**config.mk**
```make
export PLATFORM = sky130hd
export DESIGN_NAME = jtag_core_sequencer
export DESIGN_NICKNAME = d
export VERILOG_FILES = /design/src/rtl/jtag_core_sequencer.sv
export SDC_FILE = /design/constraint.sdc
export NUM_CORES = 1
export LEC_CHECK = 0
export ABC_AREA = 1
export CORE_ASPECT_RATIO = 0.7
export CORE_UTILIZATION = 35
export DETAILED_ROUTE_END_ITERATION = 10
export GPL_ROUTABILITY_DRIVEN = 0
export PLACE_DENSITY = 0.62
export SETUP_SLACK_MARGIN = 0.5
export SYNTH_ARGS = -nofsm -noshare
export SYNTH_HDL_FRONTEND = slang
export SYNTH_SLANG_ARGS = --single-unit
```
**constraint.sdc**
```tcl
create_clock -name clk -period 3.3 [get_ports clk]
set_input_delay 0.825 -clock clk [delete_from_list [all_inputs] [get_ports clk]]
set_output_delay 0.825 -clock clk [all_outputs]
set_load 0.05 [all_outputs]
```
**src/rtl/jtag_core_sequencer.sv**
```systemverilog
// Purpose: core-side JTAG TAP master; bit-bangs TCK/TMS/TDI into the MAX 10 JTAG atom for one IR(+DR) command.
// Latency: (12 + IR_W + (len ? len+5 : 0) + RTI_CYCLES) TCK cycles of 2*HALF_DIV clk from accept to rsp_valid.
// Backpressure: one command in flight; cmd_ready low while busy, cmd_valid seen while busy is dropped (not queued).
// Build option: define JTAG_SEQ_TDO_CAPTURE_EN to build DR-shift TDO capture into rsp_dr; otherwise rsp_dr is 0.
module jtag_core_sequencer #(
    parameter int IR_W       = 10,
    parameter int DR_W       = 32,
    parameter int HALF_DIV   = 2,
    parameter int RTI_CYCLES = 4
) (
    input  logic                       clk,
    input  logic                       srst,
    input  logic                       cmd_valid,
    output logic                       cmd_ready,
    input  logic [IR_W-1:0]            cmd_ir,
    input  logic [$clog2(DR_W+1)-1:0]  cmd_dr_len,
    input  logic [DR_W-1:0]            cmd_dr,
    output logic                       rsp_valid,
    output logic [DR_W-1:0]            rsp_dr,
    output logic                       jtag_core_en,
    output logic                       tck_core,
    output logic                       tms_core,
    output logic                       tdi_core,
    input  logic                       tdo_core
);
    localparam int LEN_W  = $clog2(DR_W + 1);
    localparam int DIV_W  = (HALF_DIV > 1) ? $clog2(HALF_DIV) : 1;
    localparam int STEP_W = 16;

    typedef enum logic [3:0] {
        S_IDLE,
        S_TLR,
        S_IR_NAV,
        S_IR_SHIFT,
        S_IR_EXIT,
        S_DR_NAV,
        S_DR_SHIFT,
        S_DR_EXIT,
        S_RTI_WAIT,
        S_DONE
    } state_t;

    // Where the sequence goes once the IR (or DR) phase has returned to Run-Test/Idle.
    localparam state_t POST_DR = (RTI_CYCLES > 0) ? S_RTI_WAIT : S_DONE;

    state_t              state_q, state_d;
    logic [STEP_W-1:0]   step_q, step_d;
    logic [DIV_W-1:0]    div_q, div_d;
    logic                tck_q, tck_d;
    logic                tms_q, tms_d;
    logic                tdi_q, tdi_d;
    logic                en_q, en_d;
    logic                ready_q, ready_d;
    logic                rsp_valid_q, rsp_valid_d;
    logic [IR_W-1:0]     ir_q, ir_d;
    logic [DR_W-1:0]     dr_q, dr_d;
    logic [LEN_W-1:0]    len_q, len_d;

    logic                accept;
    logic                last_half;
    logic                last_step;
    state_t              nxt_state;
    logic [STEP_W-1:0]   nxt_step;
    logic [LEN_W-1:0]    len_clamped;

    // Payload lengths above DR_W are treated as a full-width shift.
    assign len_clamped = (cmd_dr_len > LEN_W'(DR_W)) ? LEN_W'(DR_W) : cmd_dr_len;
    assign accept      = (state_q == S_IDLE) && cmd_valid && ready_q;
    assign last_half   = (div_q == DIV_W'(HALF_DIV - 1));

    // Flags the final TCK cycle of the current phase.
    always_comb begin
        last_step = 1'b0;
        case (state_q)
            S_TLR:              last_step = (step_q == STEP_W'(5));
            S_IR_NAV:           last_step = (step_q == STEP_W'(3));
            S_IR_SHIFT:         last_step = (step_q == STEP_W'(IR_W - 1));
            S_IR_EXIT:          last_step = (step_q == STEP_W'(1));
            S_DR_NAV:           last_step = (step_q == STEP_W'(2));
            S_DR_SHIFT:         last_step = (step_q == (STEP_W'(len_q) - STEP_W'(1)));
            S_DR_EXIT:          last_step = (step_q == STEP_W'(1));
            S_RTI_WAIT:         last_step = (step_q == STEP_W'(RTI_CYCLES - 1));
            default:            last_step = 1'b0;
        endcase
    end

    // Phase/step that the next TCK cycle belongs to; DR phases are skipped for zero-length payloads.
    always_comb begin
        nxt_state = state_q;
        nxt_step  = step_q + STEP_W'(1);
        if (last_step) begin
            nxt_step = '0;
            case (state_q)
                S_TLR:      nxt_state = S_IR_NAV;
                S_IR_NAV:   nxt_state = S_IR_SHIFT;
                S_IR_SHIFT: nxt_state = S_IR_EXIT;
                S_IR_EXIT:  nxt_state = (len_q != '0) ? S_DR_NAV : POST_DR;
                S_DR_NAV:   nxt_state = S_DR_SHIFT;
                S_DR_SHIFT: nxt_state = S_DR_EXIT;
                S_DR_EXIT:  nxt_state = POST_DR;
                S_RTI_WAIT: nxt_state = S_DONE;
                default:    nxt_state = state_q;
            endcase
        end
    end

    // Sequencer next-state: TCK divider, and TMS/TDI update at the start of every low half.
    always_comb begin
        state_d     = state_q;
        step_d      = step_q;
        div_d       = div_q;
        tck_d       = tck_q;
        tms_d       = tms_q;
        tdi_d       = tdi_q;
        en_d        = en_q;
        ready_d     = ready_q;
        rsp_valid_d = 1'b0;
        ir_d        = ir_q;
        dr_d        = dr_q;
        len_d       = len_q;
        case (state_q)
            S_IDLE: begin
                ready_d = 1'b1;
                if (accept) begin
                    // First TLR cycle starts on the accept edge itself.
                    state_d = S_TLR;
                    step_d  = '0;
                    div_d   = '0;
                    tck_d   = 1'b0;
                    tms_d   = 1'b1;
                    tdi_d   = 1'b0;
                    en_d    = 1'b1;
                    ready_d = 1'b0;
                    ir_d    = cmd_ir;
                    dr_d    = cmd_dr;
                    len_d   = len_clamped;
                end
            end
            S_DONE: begin
                state_d = S_IDLE;
                ready_d = 1'b1;
            end
            default: begin
                if (!last_half) begin
                    div_d = div_q + DIV_W'(1);
                end else begin
                    div_d = '0;
                    tck_d = ~tck_q;
                    if (tck_q) begin
                        // High half finished: move to the next TCK cycle and drive its TMS/TDI.
                        state_d = nxt_state;
                        step_d  = nxt_step;
                        tdi_d   = 1'b0;
                        case (nxt_state)
                            S_TLR:    tms_d = (nxt_step != STEP_W'(5));
                            S_IR_NAV: tms_d = (nxt_step < STEP_W'(2));
                            S_IR_SHIFT: begin
                                tms_d = (nxt_step == STEP_W'(IR_W - 1));
                                tdi_d = ir_q[0];
                                ir_d  = ir_q >> 1;
                            end
                            S_IR_EXIT, S_DR_NAV, S_DR_EXIT: tms_d = (nxt_step == '0);
                            S_DR_SHIFT: begin
                                tms_d = (nxt_step == (STEP_W'(len_q) - STEP_W'(1)));
                                tdi_d = dr_q[0];
                                dr_d  = dr_q >> 1;
                            end
                            S_RTI_WAIT: tms_d = 1'b0;
                            default: begin
                                // Completion: release the TAP and pulse the response.
                                tck_d       = 1'b0;
                                en_d        = 1'b0;
                                rsp_valid_d = 1'b1;
                            end
                        endcase
                    end
                end
            end
        endcase
    end

`ifdef JTAG_SEQ_TDO_CAPTURE_EN
    logic [DR_W-1:0] cap_q, cap_d;
    logic [DR_W-1:0] mask_q, mask_d;

    // TDO capture: a one-hot mask walks one bit per DR-shift TCK rise; bits past len stay 0.
    always_comb begin
        cap_d  = cap_q;
        mask_d = mask_q;
        if (accept) begin
            cap_d  = '0;
            mask_d = DR_W'(1);
        end else if ((state_q == S_DR_SHIFT) && last_half && !tck_q) begin
            if (tdo_core) begin
                cap_d = cap_q | mask_q;
            end
            mask_d = mask_q << 1;
        end
    end

    assign rsp_dr = cap_q;
`else
    logic unused_tdo;
    assign unused_tdo = tdo_core;
    assign rsp_dr     = '0;
`endif

    // State and registered outputs; srst forces every output to its idle value.
    always_ff @(posedge clk) begin
        if (srst) begin
            state_q     <= S_IDLE;
            step_q      <= '0;
            div_q       <= '0;
            tck_q       <= 1'b0;
            tms_q       <= 1'b1;
            tdi_q       <= 1'b0;
            en_q        <= 1'b0;
            ready_q     <= 1'b0;
            rsp_valid_q <= 1'b0;
            ir_q        <= '0;
            dr_q        <= '0;
            len_q       <= '0;
`ifdef JTAG_SEQ_TDO_CAPTURE_EN
            cap_q       <= '0;
            mask_q      <= '0;
`endif
        end else begin
            state_q     <= state_d;
            step_q      <= step_d;
            div_q       <= div_d;
            tck_q       <= tck_d;
            tms_q       <= tms_d;
            tdi_q       <= tdi_d;
            en_q        <= en_d;
            ready_q     <= ready_d;
            rsp_valid_q <= rsp_valid_d;
            ir_q        <= ir_d;
            dr_q        <= dr_d;
            len_q       <= len_d;
`ifdef JTAG_SEQ_TDO_CAPTURE_EN
            cap_q       <= cap_d;
            mask_q      <= mask_d;
`endif
        end
    end

    assign cmd_ready    = ready_q;
    assign rsp_valid    = rsp_valid_q;
    assign jtag_core_en = en_q;
    assign tck_core     = tck_q;
    assign tms_core     = tms_q;
    assign tdi_core     = tdi_q;

endmodule
```
---- Word-level counts from Yosys, hierarchy flattened ----
Index checks and enable logic that the tools add are counted.
word-level totals
  register bits after elaboration ......... 75
  input bits .............................. 52
  output and inout port bits .............. 38
  word-level logic and storage cells ...... 122
operators by class
  $add $sub $neg .......................... 3
  $lt $le $gt $ge ......................... 2
  equality and inequality tests ........... 28
  muxes and demuxes ....................... 47
  bitwise operators ....................... 3
  reductions and logical operators ........ 27
operators by type and width
  kind                                                    number
  two-way mux 32 bit                                      4
  two-way mux 16 bit                                      4
  one-hot mux 32 bit (2 select lines)                     1
  two-way mux 10 bit                                      4
  equality test 16 bit                                    2
  equality test 16 x 2 -> 1 bit, second input constant    2
  equality test 16 x 4 -> 1 bit, second input constant    2
  equality test 4 x 3 -> 1 bit, second input constant     8
  one-hot mux 16 bit (2 select lines)                     1
  one-hot mux 4 bit (8 select lines)                      1
  two-way mux 4 bit                                       5
  one-hot mux 10 bit (2 select lines)                     1
  AND reduction 5 bit                                     4
  adder 16 x 1 -> 16 bit, second input constant           1
  equality test 16 x 1 -> 1 bit, second input constant    1
  equality test 16 x 3 -> 1 bit, second input constant    1
  equality test 4 x 2 -> 1 bit, second input constant     4
  zero test 16 bit                                        1
  < comparator 16 x 2 -> 1 bit, second input constant     1
  inequality test 16 x 3 -> 1 bit, second input constant  1
  two-way mux 1 bit                                       15
  one-hot mux 1 bit (2 select lines)                      7
  equality test 4 bit, second input constant              3
  one-hot mux 1 bit (6 select lines)                      2
  other kinds (22)                                        34

---- Longest topological paths before layout ----
  word-level depth ........................ 10
  mapped depth ............................ 24
  depth with buffers taken out ............ 24

---- Worst setup path after synthesis ----
OpenSTA, ideal clock, no wires.
  kind .................................... reg-to-reg
  start ................................... register len_q[0]
  end ..................................... register dr_q[10]
  setup time .............................. 0.146 ns
  arrival time ............................ 2.525 ns
  required time ........................... 3.154 ns
  setup slack ............................. 0.628 ns
  stages on the path, launching flop included .. 19
  buffers on the path ..................... 1
  clock period less this slack ............ 2.672 ns
  cell sequence ........................... dfxtp_1 -> clkinv_1 -> ha_1 -> inv_1 -> nand3_1 -> nand2_1 -> o21ai_1 -> nand2_1 -> nor2_1 -> nand3_4 -> nor2_8 -> nand2_1 -> nand2_2 -> nand2_4 -> nor2_8 -> o21ai_4 -> buf_6 -> a211oi_2 -> a211oi_2
between the ends
  longest elaborated chain between the ends .. 7
  elaborated cells on any way between the ends .. 10
  those cells by class .................... 1 x add/sub; 2 x eq/ne; 4 x mux; 3 x reduce/logical
RTL lines
  element                                                                                   RTL line  text
  start, declared                                                                           57        logic [LEN_W-1:0] len_q, len_d;
  start signal, assigned                                                                    239       len_q <= len_d;
  subtractor 6 x 1 -> 7 bit or nonzero test 6 bit (tied branches)                           80, 97
  equality test 16 bit or two-way mux 4 bit (tied branches)                                 80, 97
  one-hot mux 1 bit (6 select lines) or one-hot mux 4 bit (8 select lines) (tied branches)  74, 93
  two-way mux 4 bit *                                                                       91        if (last_step) begin
  equality test 4 x 3 -> 1 bit *                                                            154       case (nxt_state)
  nonzero test 2 bit (no line) *                                                            --
  AND reduction 5 bit (no line) *                                                           --
  end signal, assigned                                                                      238       dr_q <= dr_d;
  end, declared                                                                             56        logic [DR_W-1:0] dr_q, dr_d;
Mark *: on every way between the ends. The rest lies on a longest branch, timed or not.
A chain may end at the register's enable or synchronous reset.

---- Worst setup path after layout ----
  start ................................... register state_q[3]
  end ..................................... register dr_q[10]
between the ends
  longest elaborated chain between the ends .. 7
  elaborated cells on any way between the ends .. 25
  those cells by class .................... 11 x eq/ne; 4 x mux; 1 x bitwise; 9 x reduce/logical
RTL lines
  element                                            RTL line  text
  start, declared                                    46        state_t state_q, state_d;
  start signal, assigned                             228       state_q <= state_d;
  equality test 4 bit, or another cell as far along  74, 93
  OR reduction 2 bit (no line)                       --
  one-hot mux 1 bit (6 select lines)                 74        case (state_q)
  two-way mux 4 bit                                  91
  equality test 4 x 3 -> 1 bit                       154
  nonzero test 2 bit (no line)                       --
  AND reduction 5 bit (no line)                      --
Parallel ways exist; a longest one is shown, timed or not.

==> metrics.cfg <==
[status]
outcome=complete, no violations

[worst_setup_path]
cp-startpoint=state_q[3]
r2r_start=state_q[3]
arrival_ns=3.18
cp_data_required_time_ns=3.50
crit_type=reg -> reg
critPathMaxFanout=7
start_kind=flop
end_kind=flop

[die]
dieArea_um2=15120
die_w_um=146.5
num_rows=36
boundaryPins=90
die_y_um=103.2
initial_utilization_pct=36.30
core_area_um2=14100

[synth]
synth_top_area_cell=dfxtp_1
async_flop_share_pct=0
yosysSeqAreaShare_pct=29.34
yosysTopAreaCellShare_pct=29.34
ys_seq_elements=75
yosysWarnings=0
syn-mean-instance-area_um2=7.068
synth.most_common_cell=nand2_1
syn_area_um2=5117
synthCells=724
synth_common_cells=nand2_1 (147), inv_1 (93), nor2_1 (90)
synth_edf_count=0
synth_ff_type=dfxtp_1
synthDistinctLibCells=43
netlist_top_cells_area=dfxtp_1 (29%), a211oi_2 (14%), nand2_1 (11%)

[timing]
fmax_mhz=335.6
rsz0062_at_grt=true
maxSlewViolCount=0
hold_viol=0
post-route-period-util_pct=90.29
fin_crit_ns=2.979
finClkSkew_ns=0.006032
max_slew_margin_pct=40.04
setup_viol=0
worstMarginPinSlew_ns=0.8994
tns_ns=0

[global_routing]
grt_max_degree=67
overflow=0
grt_pass1_wl_mm=23.24
grt_util_all_layers_pct=19.14
antenna_found_initial=0
grt_pass1_vias=4664

[finish]
n_fill_cell=1307
fin_cells=1052
final_area_um2=7307
syn_to_final_growth_pct=42.79
diodes=0
final_nets=911
regArea_um2=1523
layout-drive-gt1-share_pct=30.51
multi_input_area_um2=3359

[flow_run]
max-cap-violations=0

[worst_hold_path]
worstHoldStart=ir_q[9]
holdCritPathClass=reg -> reg

[clock_network]
cts_tree=built
cts_buffers=9
cts_buffer_depth=2
cts_num_sinks=75
clkSlewWorstSetupHoldPaths_ns=0.06
clk_latency_ns=0.33
ctsHoldBuffers=0
htreeDepth=3
cts-root-buf=clkbuf_16

[route]
wire_per_inst_um=14.54
drt-initial-drc-count=419
postRouteAntennaNets=0
viasPerCell=4.999
vias=5259
drc=0
totalWireLength_mm=15.30
firstDrtPassIters=5

[place]
port_buffers=56
placed_cells=986
post_dp_cell_area_um2=6002
hpwlAfterDp_mm=9.914

[pwr]
p_leak_uw=0.002978
ir_worst_vdd_uv=279.5
powerDensity_nw_per_um2=512.3

final cells by class:
type / count / area share (%)
Multi-Input combinational cell: 525 / 45.98
Timing Repair Buffer: 147 / 20.77
Clock buffer: 10 / 3.271
Inverter: 99 / 5.257
Sequential cell: 75 / 20.84
Tap cell: 190 / 3.253
Clock inverter: 6 / 0.6336
where the power goes:
part / switching (uW) / internal [uW]
clock network: 416 / 537
registers: 87.2 / 1050
logic: 1020 / 625
total: 1530 / 2220
layer usage:
| layer | track usage, % | vias up | wire [um] |
|---|---|---|---|
| met3 | 5.221 | 17 | 1235 |
| met4 | 4.087 | 0 | 148 |
| li1 | - | 2610 | - |
| met5 | 0 | - | 0 |
| met1 | 27.95 | 2438 | 7463 |
| met2 | 27.69 | 194 | 6448 |
layout by cell type, fill, tap and decap left out, types with 10 or more instances in the layout:
master and instances:
nor2_2 11, nor2_4 13, nand2_2 19, conb_1 32, inv_1 90, o22ai_1 12, nand2_1 125, buf_4 65
a211oi_2 51, a31oi_1 10, nand4_1 11, dfxtp_1 66, nor2_1 76, nand3_1 37, clkbuf_16 13, clkdlybuf4s50_1 55
o21ai_0 36
per-stage QoR:
step           hold WS (ns)  total power [uW]  utilization [%]  setup WS (ns)
3_5_place_dp         0.4540              2472            42.57         0.2675
2_1_floorplan        0.4388              2080                -         0.6284
4_1_cts              0.4634              3578            48.09         0.4697
6_report             0.4612              3743            51.83         0.3205
3_3_place_gp         0.4529              2462            42.57         0.2963
5_1_grt              0.4695              3951            51.83         0.1605
repair_timing:
action                     CTS  global route
setup buffers               27            15
setup endpoints to repair   43            45
pin swaps                   21            46
resized for setup           50            79
cloned                       4             4
state kept, by name, indices dropped and copies added (netlist names):
register,count
div_q,1
dr_q,32
len_q,6
tdi_core,1
step_q,16
jtag_core_en,1
tms_core,1
ir_q,10
rsp_valid,1
state_q,4
tck_core,1
cmd_ready,1
critical path, cell delays in order (launching register included):
cell and delay (ns):
dfxtp_4 0.38, inv_6 0.08, nor2_1 0.04, nand2_1 0.12, nand2_2 0.08, buf_4 0.16
o21ai_2 0.14, nand2_1 0.10, nor2_4 0.13, nand3_4 0.14, nor2_8 0.18, buf_6 0.13
nand2_4 0.04, nand2_4 0.09, nand2_4 0.07, nor2_8 0.13, o21ai_4 0.08, buf_12 0.14
buf_8 0.12, clkbuf_16 0.16, a211oi_4 0.22, a211oi_2 0.06
kinds of logic after synthesis:
group                      Yosys count  synth area share [%]
xor gates and xnor gates            11                 1.883
other                                1               0.07328
and+or+nand+nor                    333                 29.27
adders and majority gates            2                0.4889
DFF                                 75                 29.34
AOI/OAI and AO/OA                  146                 24.21
buffers and inverters              156                 14.74
worst paths after layout:
kind	to	slack, ns	depth (start not counted)
worst max-delay path	dr_q[10]	0.32	21
worst min-delay path	ir_q[9]	0.46	2
worst max register to register	dr_q[10]	0.32	21
worst min register to register	ir_q[9]	0.46	2
Note: power is estimated with default switching activity, not from simulation.
